$ cat src/rtl/jtag_bus_bridge.sv
// Executes one single-beat register-bus transaction per completed JTAG user DR update.
// Returns read data or a status word to the TAP; everything runs on TCK.
module jtag_bus_bridge #(
  parameter int USEROP_LEN   = 8,
  parameter int USERDATA_LEN = 32,
  parameter int ADDR_W       = 16,
  parameter int TIMEOUT      = 255
) (
  input  logic                    tck,
  input  logic                    trst,
  input  logic [USEROP_LEN-1:0]   userOp,
  input  logic [USERDATA_LEN-1:0] userData_out,
  input  logic                    userOp_ready,
  output logic [USERDATA_LEN-1:0] userData_in,
  output logic                    bus_req,
  output logic                    bus_we,
  output logic [ADDR_W-1:0]       bus_addr,
  output logic [USERDATA_LEN-1:0] bus_wdata,
  input  logic                    bus_ack,
  input  logic [USERDATA_LEN-1:0] bus_rdata,
  output logic                    o_dbg_state
);

  // Bus handshake: bus_req rises one edge after an accepted bus opcode and holds
  // bus_we/bus_addr/bus_wdata stable; the first edge that samples bus_ack high
  // completes the beat and drops bus_req. No ack within TIMEOUT cycles aborts it.
  localparam int CNT_W = $clog2(TIMEOUT + 1);

  localparam logic [2:0] OP_NOP       = 3'd0;
  localparam logic [2:0] OP_SET_ADDR  = 3'd1;
  localparam logic [2:0] OP_WRITE     = 3'd2;
  localparam logic [2:0] OP_READ      = 3'd3;
  localparam logic [2:0] OP_WRITE_INC = 3'd4;
  localparam logic [2:0] OP_READ_INC  = 3'd5;
  localparam logic [2:0] OP_STATUS    = 3'd6;

  typedef enum logic {S_IDLE = 1'b0, S_BUS = 1'b1} state_t;

  state_t                  r_state;
  logic [USERDATA_LEN-1:0] r_data_in;
  logic                    r_req;
  logic                    r_we;
  logic                    r_inc;
  logic [ADDR_W-1:0]       r_addr;
  logic [USERDATA_LEN-1:0] r_wdata;
  logic [CNT_W-1:0]        r_cnt;
  logic                    r_bad_op;
  logic                    r_err_to;
  logic                    r_overrun;

  logic [2:0]       w_op;
  logic             w_hi_zero;
  logic             w_is_nop;
  logic             w_is_setaddr;
  logic             w_is_busop;
  logic             w_is_status;
  logic             w_is_bad;
  logic             w_in_bus;
  logic             w_ack;
  logic             w_timeout;
  logic [CNT_W-1:0] w_cnt_next;
  logic             w_set_overrun;
  logic [31:0]      w_status;

  assign w_op         = userOp[2:0];
  assign w_hi_zero    = (userOp[USEROP_LEN-1:3] == '0);
  assign w_is_nop     = userOp_ready && w_hi_zero && (w_op == OP_NOP);
  assign w_is_setaddr = userOp_ready && w_hi_zero && (w_op == OP_SET_ADDR);
  assign w_is_busop   = userOp_ready && w_hi_zero &&
                        (w_op >= OP_WRITE) && (w_op <= OP_READ_INC);
  assign w_is_status  = userOp_ready && w_hi_zero && (w_op == OP_STATUS);
  assign w_is_bad     = userOp_ready && (!w_hi_zero || (w_op == 3'd7));

  assign w_in_bus      = (r_state == S_BUS);
  assign w_ack         = w_in_bus && bus_ack;
  assign w_cnt_next    = r_cnt + 1'b1;
  assign w_timeout     = w_in_bus && !bus_ack && (w_cnt_next == CNT_W'(TIMEOUT));
  assign w_set_overrun = w_in_bus && (w_is_nop || w_is_setaddr || w_is_busop);

  assign w_status = {16'(r_addr), 12'b0, r_bad_op, r_err_to, r_overrun, w_in_bus};

  always_ff @(posedge tck) begin
    if (!trst) begin
      r_state   <= S_IDLE;
      r_data_in <= '0;
      r_req     <= 1'b0;
      r_we      <= 1'b0;
      r_inc     <= 1'b0;
      r_addr    <= '0;
      r_wdata   <= '0;
      r_cnt     <= '0;
      r_bad_op  <= 1'b0;
      r_err_to  <= 1'b0;
      r_overrun <= 1'b0;
    end else begin
      case (r_state)
        S_IDLE: begin
          if (w_is_setaddr) begin
            r_addr <= userData_out[ADDR_W-1:0];
          end
          if (w_is_busop) begin
            r_req   <= 1'b1;
            r_we    <= (w_op == OP_WRITE) || (w_op == OP_WRITE_INC);
            r_inc   <= (w_op == OP_WRITE_INC) || (w_op == OP_READ_INC);
            r_wdata <= userData_out;
            r_cnt   <= '0;
            r_state <= S_BUS;
          end
        end
        S_BUS: begin
          if (w_ack) begin
            r_req   <= 1'b0;
            r_state <= S_IDLE;
            if (!r_we) r_data_in <= bus_rdata;
            if (r_inc) r_addr <= r_addr + 1'b1;
          end else if (w_timeout) begin
            r_req   <= 1'b0;
            r_state <= S_IDLE;
            if (!r_we) r_data_in <= USERDATA_LEN'(32'hDEAD_BEEF);
          end else begin
            r_cnt <= w_cnt_next;
          end
        end
        default: r_state <= S_IDLE;
      endcase

      // STATUS takes priority for the response word; same-cycle flag sets survive its clear.
      if (w_is_status) r_data_in <= USERDATA_LEN'(w_status);
      r_bad_op  <= (r_bad_op  && !w_is_status) || w_is_bad;
      r_err_to  <= (r_err_to  && !w_is_status) || w_timeout;
      r_overrun <= (r_overrun && !w_is_status) || w_set_overrun;
    end
  end

  assign userData_in = r_data_in;
  assign bus_req     = r_req;
  assign bus_we      = r_we;
  assign bus_addr    = r_addr;
  assign bus_wdata   = r_wdata;
  assign o_dbg_state = r_state;

endmodule
$ cat config.mk
export PLATFORM = sky130hd
export DESIGN_NAME = jtag_bus_bridge
export DESIGN_NICKNAME = d
export VERILOG_FILES = /design/src/rtl/jtag_bus_bridge.sv
export SDC_FILE = /design/constraint.sdc
export NUM_CORES = 1
export LEC_CHECK = 0
export ABC_AREA = 0
export ABC_CLOCK_PERIOD_IN_PS = 3900
export BUFFER_PORTS_ARGS = -buffer_cell sky130_fd_sc_hd__buf_2
export CORE_MARGIN = 3
export CORE_UTILIZATION = 55
export CTS_BUF_LIST = sky130_fd_sc_hd__clkbuf_2 sky130_fd_sc_hd__clkbuf_4 sky130_fd_sc_hd__clkbuf_8
export CTS_CLUSTER_SIZE = 25
export DETAILED_ROUTE_END_ITERATION = 8
export GPL_TIMING_DRIVEN = 0
export PLACE_DENSITY = 0.88
export SLEW_MARGIN = 20
export SYNTH_ARGS = -nofsm -noshare
export SYNTH_HDL_FRONTEND = slang
export SYNTH_SLANG_ARGS = --single-unit
$ cat constraint.sdc
create_clock -name tck -period 3.9 [get_ports tck]
set_clock_uncertainty 0.2 [all_clocks]
set_input_delay 0.585 -clock tck [delete_from_list [all_inputs] [get_ports tck]]
set_output_delay 0.585 -clock tck [all_outputs]
set_load 0.01 [all_outputs]
==> results.toml, run 1 <==
[power]
vdd_ir_drop_max_uv = 241.7
power_density_nw_per_um2 = 317.8
leakage_nw = 2.344

[cells_and_area]
layout.cell_area.non_filler_um2 = 5539
drive_gt1_share_pct = 26.90
insertedDiodeCount = 0
nNetsFinal = 810
filler_cell_count = 670
layout-area-overhead-vs-synth_pct = 25.20
fin_util_pct = 71.31

[timing]
maxClockFrequency_mhz = 347.1
finalCritPeriodShare_pct = 73.87
final-hold-violation-count = 0
final.setup.worst_slack_ns = 1.019
report.final.slew_viol_count = 0
finalHoldWorstSlack_ns = 0.2412
period_needed_ns = 2.881
finalSetupViolations = 0
rsz0062_at_grt = "false"
setup_tns_ns = 0
max_slew_margin_vs_limit_pct = 53.32
tightest_slew_ns = 0.7002

[global_routing]
grt_use_total_pct = 30.63
initial_antenna_violation_count = 0
grt_start_max_net_pins = 16
grt.overflow.total = 0
grt_pass1_wl_um = 21930
grt_pass1_vias = 4559

[worst_setup_path]
worst_path_largest_cell_delay_ns = 0.47
crit_type = "flop to flop"
critical_path.slowest_cell = "sky130_fd_sc_hd__dfxtp_1"
ff2ff_path_depth = 10
worst-endpoint-arrival_ns = 2.97
cp_cell_sequence = "ha_1, clkbuf_1, a21oi_1, o211a_1, a311o_1, a21oi_4, o21a_1, buf_6, buf_12, mux2i_1"
cp_max_fo = 10
worstSetupEndpointType = "flop"
worst_ep_required_time_ns = 3.99
setup.worst_path.start_class = "flop"

[clocking]
post_cts_hold_buffer_count = 0
cts_tree = "built"
cts.reportedPaths.clkPinSlew_ns = 0.10
cts.sink_count = 95
clkLatencyLatePin_ns = 0.37
clock_path_buffers = 2
postCtsSetupBuffers = 0
cts_inserted_buffers = 9
ctsHtreeMaxLevel = 3
root_buffer = "sky130_fd_sc_hd__clkbuf_8"
cts_repair_resize_count = 0

[floorplan]
fp.dieW_um = 95.69
die_h_um = 95.69
dieArea_um2 = 9157
floorplan.io_pins = 159
rows = 32
initial_core_util_pct = 56.96
core_area_um2 = 7767

[placement]
post_dp_cell_area_um2 = 5333
placed_wire_length_estimate_after_detailed_placement_um = 10490
io_buffer_count = 156
detailedPlace.worstSlack_ns = 1.118
finalWeightedCongestion = 0.9414

[job]
drv.max_cap_violation_count = 0

[synthesis]
synthFlopType = "sky130_fd_sc_hd__dfxtp_1"
synth_cells = 564
yosys_warnings = 0
synth_area_per_cell_um2 = 7.844
synth_nets = 643
seq_cells_post_synth = 95
ffs_w_async_s_r_synth_pct = 0
cell_area_synth_um2 = 4424
synth.distinct_cells = 54
synth-edff-count = 0
seq_area_frac_synth_pct = 42.99

[drt]
number_of_detailed_routing_iterations_run_before_antenna_repair = 6
drt-initial-drc-count = 396
wirelength_um = 13940
avgRoutedWirePerCell_um = 16.64
drcViolationCount = 0
vias = 4868
vias_per_cell = 5.809
detail-route-antenna-nets = 0

[outcome]
run_status = "complete, no violations"

[worst_hold_path]
hold_depth = 3
timing.hold.worst.class = "input pin to flop"
-- flip-flops by register name (all words and copies together), names as in the netlist --
| name | cells |
|---|---|
| bus_req | 1 |
| r_err_to | 1 |
| r_cnt | 8 |
| bus_we | 1 |
| o_dbg_state | 1 |
| bus_wdata | 32 |
| r_overrun | 1 |
| userData_in | 32 |
| r_bad_op | 1 |
| bus_addr | 16 |
| r_inc | 1 |
-- stage by stage --
stage / power (mW) / std cells
2_1_floorplan: 1.039 / 564
3_3_place_gp: 1.097 / 822
3_5_place_dp: 1.101 / 822
4_1_cts: 1.762 / 838
5_1_grt: 1.815 / 838
6_report: 1.761 / 838
-- where the power goes --
group	total, mW	internal, mW	leakage, nW	switching (mW)
logic	0.105	0.0425	1.48	0.0629
registers	0.975	0.972	0.765	0.00274
clock network	0.680	0.331	0.100	0.349
total	1.76	1.35	2.34	0.414
-- kinds of logic (layout without fill, tap and decap cells) --
group / Yosys count / after routing / synth area share [%]
XOR/XNOR: 2 / 2 / 0.3960
flip-flops: 95 / 95 / 42.99
multiplexers: 20 / 20 / 4.581
AND/OR/NAND/NOR: 232 / 232 / 23.08
adder cells (fa/ha/maj): 3 / 3 / 0.8485
buffers and inverters: 52 / 224 / 5.260
AO/OA/AOI/OAI: 160 / 160 / 22.85
-- cells in the mapped netlist (3+ instances only) --
| cell | number | area share, % |
|---|---|---|
| sky130_fd_sc_hd__a21oi_1 | 55 | 6.2 |
| sky130_fd_sc_hd__nor2_1 | 31 | 2.6 |
| sky130_fd_sc_hd__nand3_1 | 19 | 2.1 |
| sky130_fd_sc_hd__a22oi_1 | 4 | 0.68 |
| sky130_fd_sc_hd__o31ai_1 | 3 | 0.51 |
| sky130_fd_sc_hd__buf_2 | 5 | 0.57 |
| sky130_fd_sc_hd__a21o_1 | 3 | 0.51 |
| sky130_fd_sc_hd__o21a_1 | 4 | 0.68 |
| sky130_fd_sc_hd__a31oi_1 | 6 | 0.85 |
| sky130_fd_sc_hd__o211ai_1 | 8 | 1.4 |
| sky130_fd_sc_hd__or3_1 | 4 | 0.57 |
| sky130_fd_sc_hd__inv_1 | 8 | 0.68 |
| sky130_fd_sc_hd__o221a_2 | 10 | 2.5 |
| sky130_fd_sc_hd__a32oi_1 | 4 | 0.79 |
| sky130_fd_sc_hd__nor4_1 | 3 | 0.42 |
| sky130_fd_sc_hd__dfxtp_1 | 95 | 43 |
| sky130_fd_sc_hd__and2_1 | 4 | 0.57 |
| sky130_fd_sc_hd__o21ai_0 | 46 | 5.2 |
| sky130_fd_sc_hd__nand2_1 | 141 | 12 |
| sky130_fd_sc_hd__ha_1 | 3 | 0.85 |
| sky130_fd_sc_hd__mux2i_1 | 18 | 4.1 |
| sky130_fd_sc_hd__clkbuf_1 | 34 | 2.9 |
| sky130_fd_sc_hd__nor3_1 | 13 | 1.5 |
-- worst paths after layout --
kind                               startpoint              end  slack (ns)
worst max-delay path                 r_cnt[1]  userData_in[16]        1.02
worst max register to register       r_cnt[1]  userData_in[16]        1.02
worst min register to register  bus_wdata[29]    bus_wdata[29]        0.26
worst min-delay path             bus_rdata[4]   userData_in[4]        0.24
-- critical path, delay by kind of cell, from the launching register on --
kind | cells | cell delay [ns]
buf+inv | 3 | 0.55
fa+ha+maj | 1 | 0.22
compound gates | 5 | 1.16
flops | 1 | 0.47
mux | 1 | 0.20
-- placed cells by master (no fill, tap or decap), types with 3 or more instances in the layout --
master,n
sky130_fd_sc_hd__buf_2,161
sky130_fd_sc_hd__nand2_1,141
sky130_fd_sc_hd__dfxtp_1,95
sky130_fd_sc_hd__a21oi_1,55
sky130_fd_sc_hd__o21ai_0,46
sky130_fd_sc_hd__clkbuf_1,34
sky130_fd_sc_hd__nor2_1,31
sky130_fd_sc_hd__nand3_1,19
sky130_fd_sc_hd__mux2i_1,18
sky130_fd_sc_hd__nor3_1,13
sky130_fd_sc_hd__o221a_2,10
sky130_fd_sc_hd__clkbuf_8,10
sky130_fd_sc_hd__inv_1,8
sky130_fd_sc_hd__o211ai_1,8
sky130_fd_sc_hd__a31oi_1,6
sky130_fd_sc_hd__or3_1,4
sky130_fd_sc_hd__a22oi_1,4
sky130_fd_sc_hd__and2_1,4
sky130_fd_sc_hd__o21a_1,4
sky130_fd_sc_hd__a32oi_1,4
sky130_fd_sc_hd__o31ai_1,3
sky130_fd_sc_hd__nor4_1,3
sky130_fd_sc_hd__a21o_1,3
sky130_fd_sc_hd__ha_1,3
-- area by class of cell --
type,count,area [um^2],area share (%)
timing repair buffer,156,780.7,14.10
buffer,43,198.9,3.592
tap,102,127.6,2.304
clock buffer,12,152.6,2.756
inverter,9,33.78,0.6099
sequential,95,1902,34.33
clock inverter,4,53.80,0.9713
multi-input combinational,417,2290,41.34
-- per-layer routing --
layer | share of wire (%) | vias to the layer above | wire, um | track usage, %
met5 | 0 | - | 0 | 0
li1 | - | 2305 | - | -
met4 | 2.3 | 0 | 325 | 11.49
met2 | 48 | 284 | 6623 | 50.26
met1 | 40 | 2244 | 5629 | 39.23
met3 | 9.8 | 35 | 1365 | 7.037
Power figures use the tool's default switching activity.
==> run 2, diff against run 1 <==
- ABC_CLOCK_PERIOD_IN_PS: 3900 -> 2600
- CORE_UTILIZATION: 55 -> 46
- PLACE_DENSITY: 0.88 -> 0.79
- clock period: 3.9 -> 2.6 ns (I/O delays scaled with it)
==> run 2 against run 1 <==
Against the previous run: worst setup slack worse by 0.88 ns; sequential share of layout area down 0.30 points; combinational power up 54%; power up 48%; fmax up 17%; largest power group unchanged.
==> results.toml, run 2 (same netlist as run 1, synthesis figures left out) <==
[outcome]
run_status = "complete, no violations"

[clocking]
cts_inserted_buffers = 9
cts.sink_count = 95
root_buffer = "sky130_fd_sc_hd__clkbuf_8"
cts.reportedPaths.clkPinSlew_ns = 0.09
ctsHtreeMaxLevel = 3
clkLatencyLatePin_ns = 0.38
cts_tree = "built"
clock_path_buffers = 2

[drt]
vias_per_cell = 5.592
number_of_detailed_routing_iterations_run_before_antenna_repair = 6
wirelength_um = 13840
vias = 4843
avgRoutedWirePerCell_um = 15.99
drt-initial-drc-count = 282
detail-route-antenna-nets = 0
drcViolationCount = 0

[worst_setup_path]
critical_path.slowest_cell = "sky130_fd_sc_hd__dfxtp_1"
worst-r2r-setup-slack_ns = 0.13
cp_cell_sequence = "ha_4, a21oi_1, o211a_1, a311o_1, a21oi_4, o21a_1, buf_6, buf_12, mux2i_1"
worst_ep_required_time_ns = 2.70
worst_path_largest_cell_delay_ns = 0.46
cp_max_fo = 10
setup.worst_path.start_class = "flop"
worstReg2RegStart = "r_cnt[0]"
worstSetupEndpointType = "flop"
crit_type = "flop to flop"
ff2ff_path_depth = 9
end_of_the_worst_register_to_register_path = "userData_in[16]"
worst-endpoint-arrival_ns = 2.57

[worst_hold_path]
hold_depth = 3
timing.hold.worst.class = "input pin to flop"
whs_endpoint = "userData_in[8]"
hold_path_startpoint = "bus_rdata[8]"

[cells_and_area]
fin_util_pct = 60.23
drive_gt1_share_pct = 27.54
most_frequent_cells_in_the_layout = "sky130_fd_sc_hd__buf_2, sky130_fd_sc_hd__nand2_1, sky130_fd_sc_hd__dfxtp_1"
filler_cell_count = 879
insertedDiodeCount = 0
layout-area-overhead-vs-synth_pct = 26.39
nNetsFinal = 812
layout.cells.most_common = "sky130_fd_sc_hd__buf_2"

[global_routing]
initial_antenna_violation_count = 0
grt_pass1_vias = 4652
grt.overflow.total = 0
grt_use_total_pct = 25.18
grt_pass1_wl_um = 22460
grt_start_max_net_pins = 17

[timing]
final-hold-violation-count = 0
rsz0062_at_grt = "false"
period_needed_ns = 2.465
maxClockFrequency_mhz = 405.7
setup_tns_ns = 0
finalSetupViolations = 0
report.final.slew_viol_count = 0
finalCritPeriodShare_pct = 94.81
max_slew_margin_vs_limit_pct = 58.78
tightest_slew_ns = 0.6183

[power]
internal_power_mw = 1.969
power_density_nw_per_um2 = 465.9
vdd_ir_drop_max_uv = 292.9
leakage_nw = 2.351
comb_power_share_pct = 6.2
p_sw_mw = 0.6358
p_clk_share_pct = 37.7
p_sw_share_pct = 24.40
power_frac_seq_pct = 56.1

[placement]
placed_wire_length_estimate_after_detailed_placement_um = 10600
finalWeightedCongestion = 0.9439
io_buffer_count = 156

[job]
drv.max_cap_violation_count = 0

[floorplan]
initial_core_util_pct = 47.65
core_area_um2 = 9284
dieArea_um2 = 10830
rows = 35
floorplan.io_pins = 159
fp.dieW_um = 104.1
die_h_um = 104.1
==> run 2: routing by layer <==
layer	vias up	GRT usage (%)	part of all wire [%]
met1	2261	32.61	42
met2	241	40.53	45
li1	2313	-	-
met4	0	9.877	2.5
met3	28	6.145	9.8
met5	-	0	0
==> run 2: worst max-delay path by stage <==
stage	start	end	slack [ns]	cells past startpoint
finish	r_cnt[0]	userData_in[16]	0.13	9
global route	r_cnt[0]	userData_in[16]	0.03	9
CTS	r_cnt[1]	userData_in[31]	0.03	9
detailed placement	r_cnt[1]	userData_in[23]	-0.11	10
global placement	r_cnt[1]	userData_in[23]	-0.05	10
floorplan	r_cnt[1]	userData_in[0]	0.24	10
==> run 2: power by group through the flow <==
| stage | registers, mW | clock network, mW | logic [mW] |
|---|---|---|---|
| 2_1_floorplan | 1.50 | 0 | 0.0606 |
| 3_3_place_gp | 1.50 | 0 | 0.152 |
| 3_5_place_dp | 1.50 | 0 | 0.156 |
| 4_1_cts | 1.46 | 0.991 | 0.157 |
| 5_1_grt | 1.46 | 1.05 | 0.177 |
| 6_report | 1.46 | 0.981 | 0.162 |
==> run 2: through the flow <==
step                hold WS, ns  area [um^2]  power [mW]  setup WS (ns)  std cells
CTS                     0.03234         5557       2.610        0.03223        863
floorplan                0.2403         4424       1.558         0.2425        564
global route            0.04689         5592       2.694        0.02612        866
global placement         0.2397         5366       1.648       -0.04910        849
finish                  0.03273         5592       2.605         0.1349        866
detailed placement       0.2471         5366       1.652        -0.1149        849
==> run 2: worst max-delay path: cells and delay by family, from the launching register on <==
kind            cells  cell delay [ns]
compound gates      5             1.03
fa+ha+maj           1             0.22
buf+inv             2             0.29
flops               1             0.46
mux                 1             0.18
==> run 2: what timing repair did <==
item	in CTS	in global routing
gates resized for setup	1	4
pin swaps	0	1
setup endpoints to repair	17	19
hold buffers	0	0
setup buffers	0	3
==> run 2: cell type report <==
class | count | area (um^2) | share of cell area [%]
Buffer | 42 | 196.4 | 3.513
Clock buffer | 9 | 123.9 | 2.215
Clock inverter | 6 | 67.56 | 1.208
Inverter | 9 | 33.78 | 0.6042
Multi-Input combinational cell | 417 | 2302 | 41.17
Sequential cell | 95 | 1903 | 34.03
Tap cell | 129 | 161.4 | 2.887
Timing Repair Buffer | 159 | 803.3 | 14.37
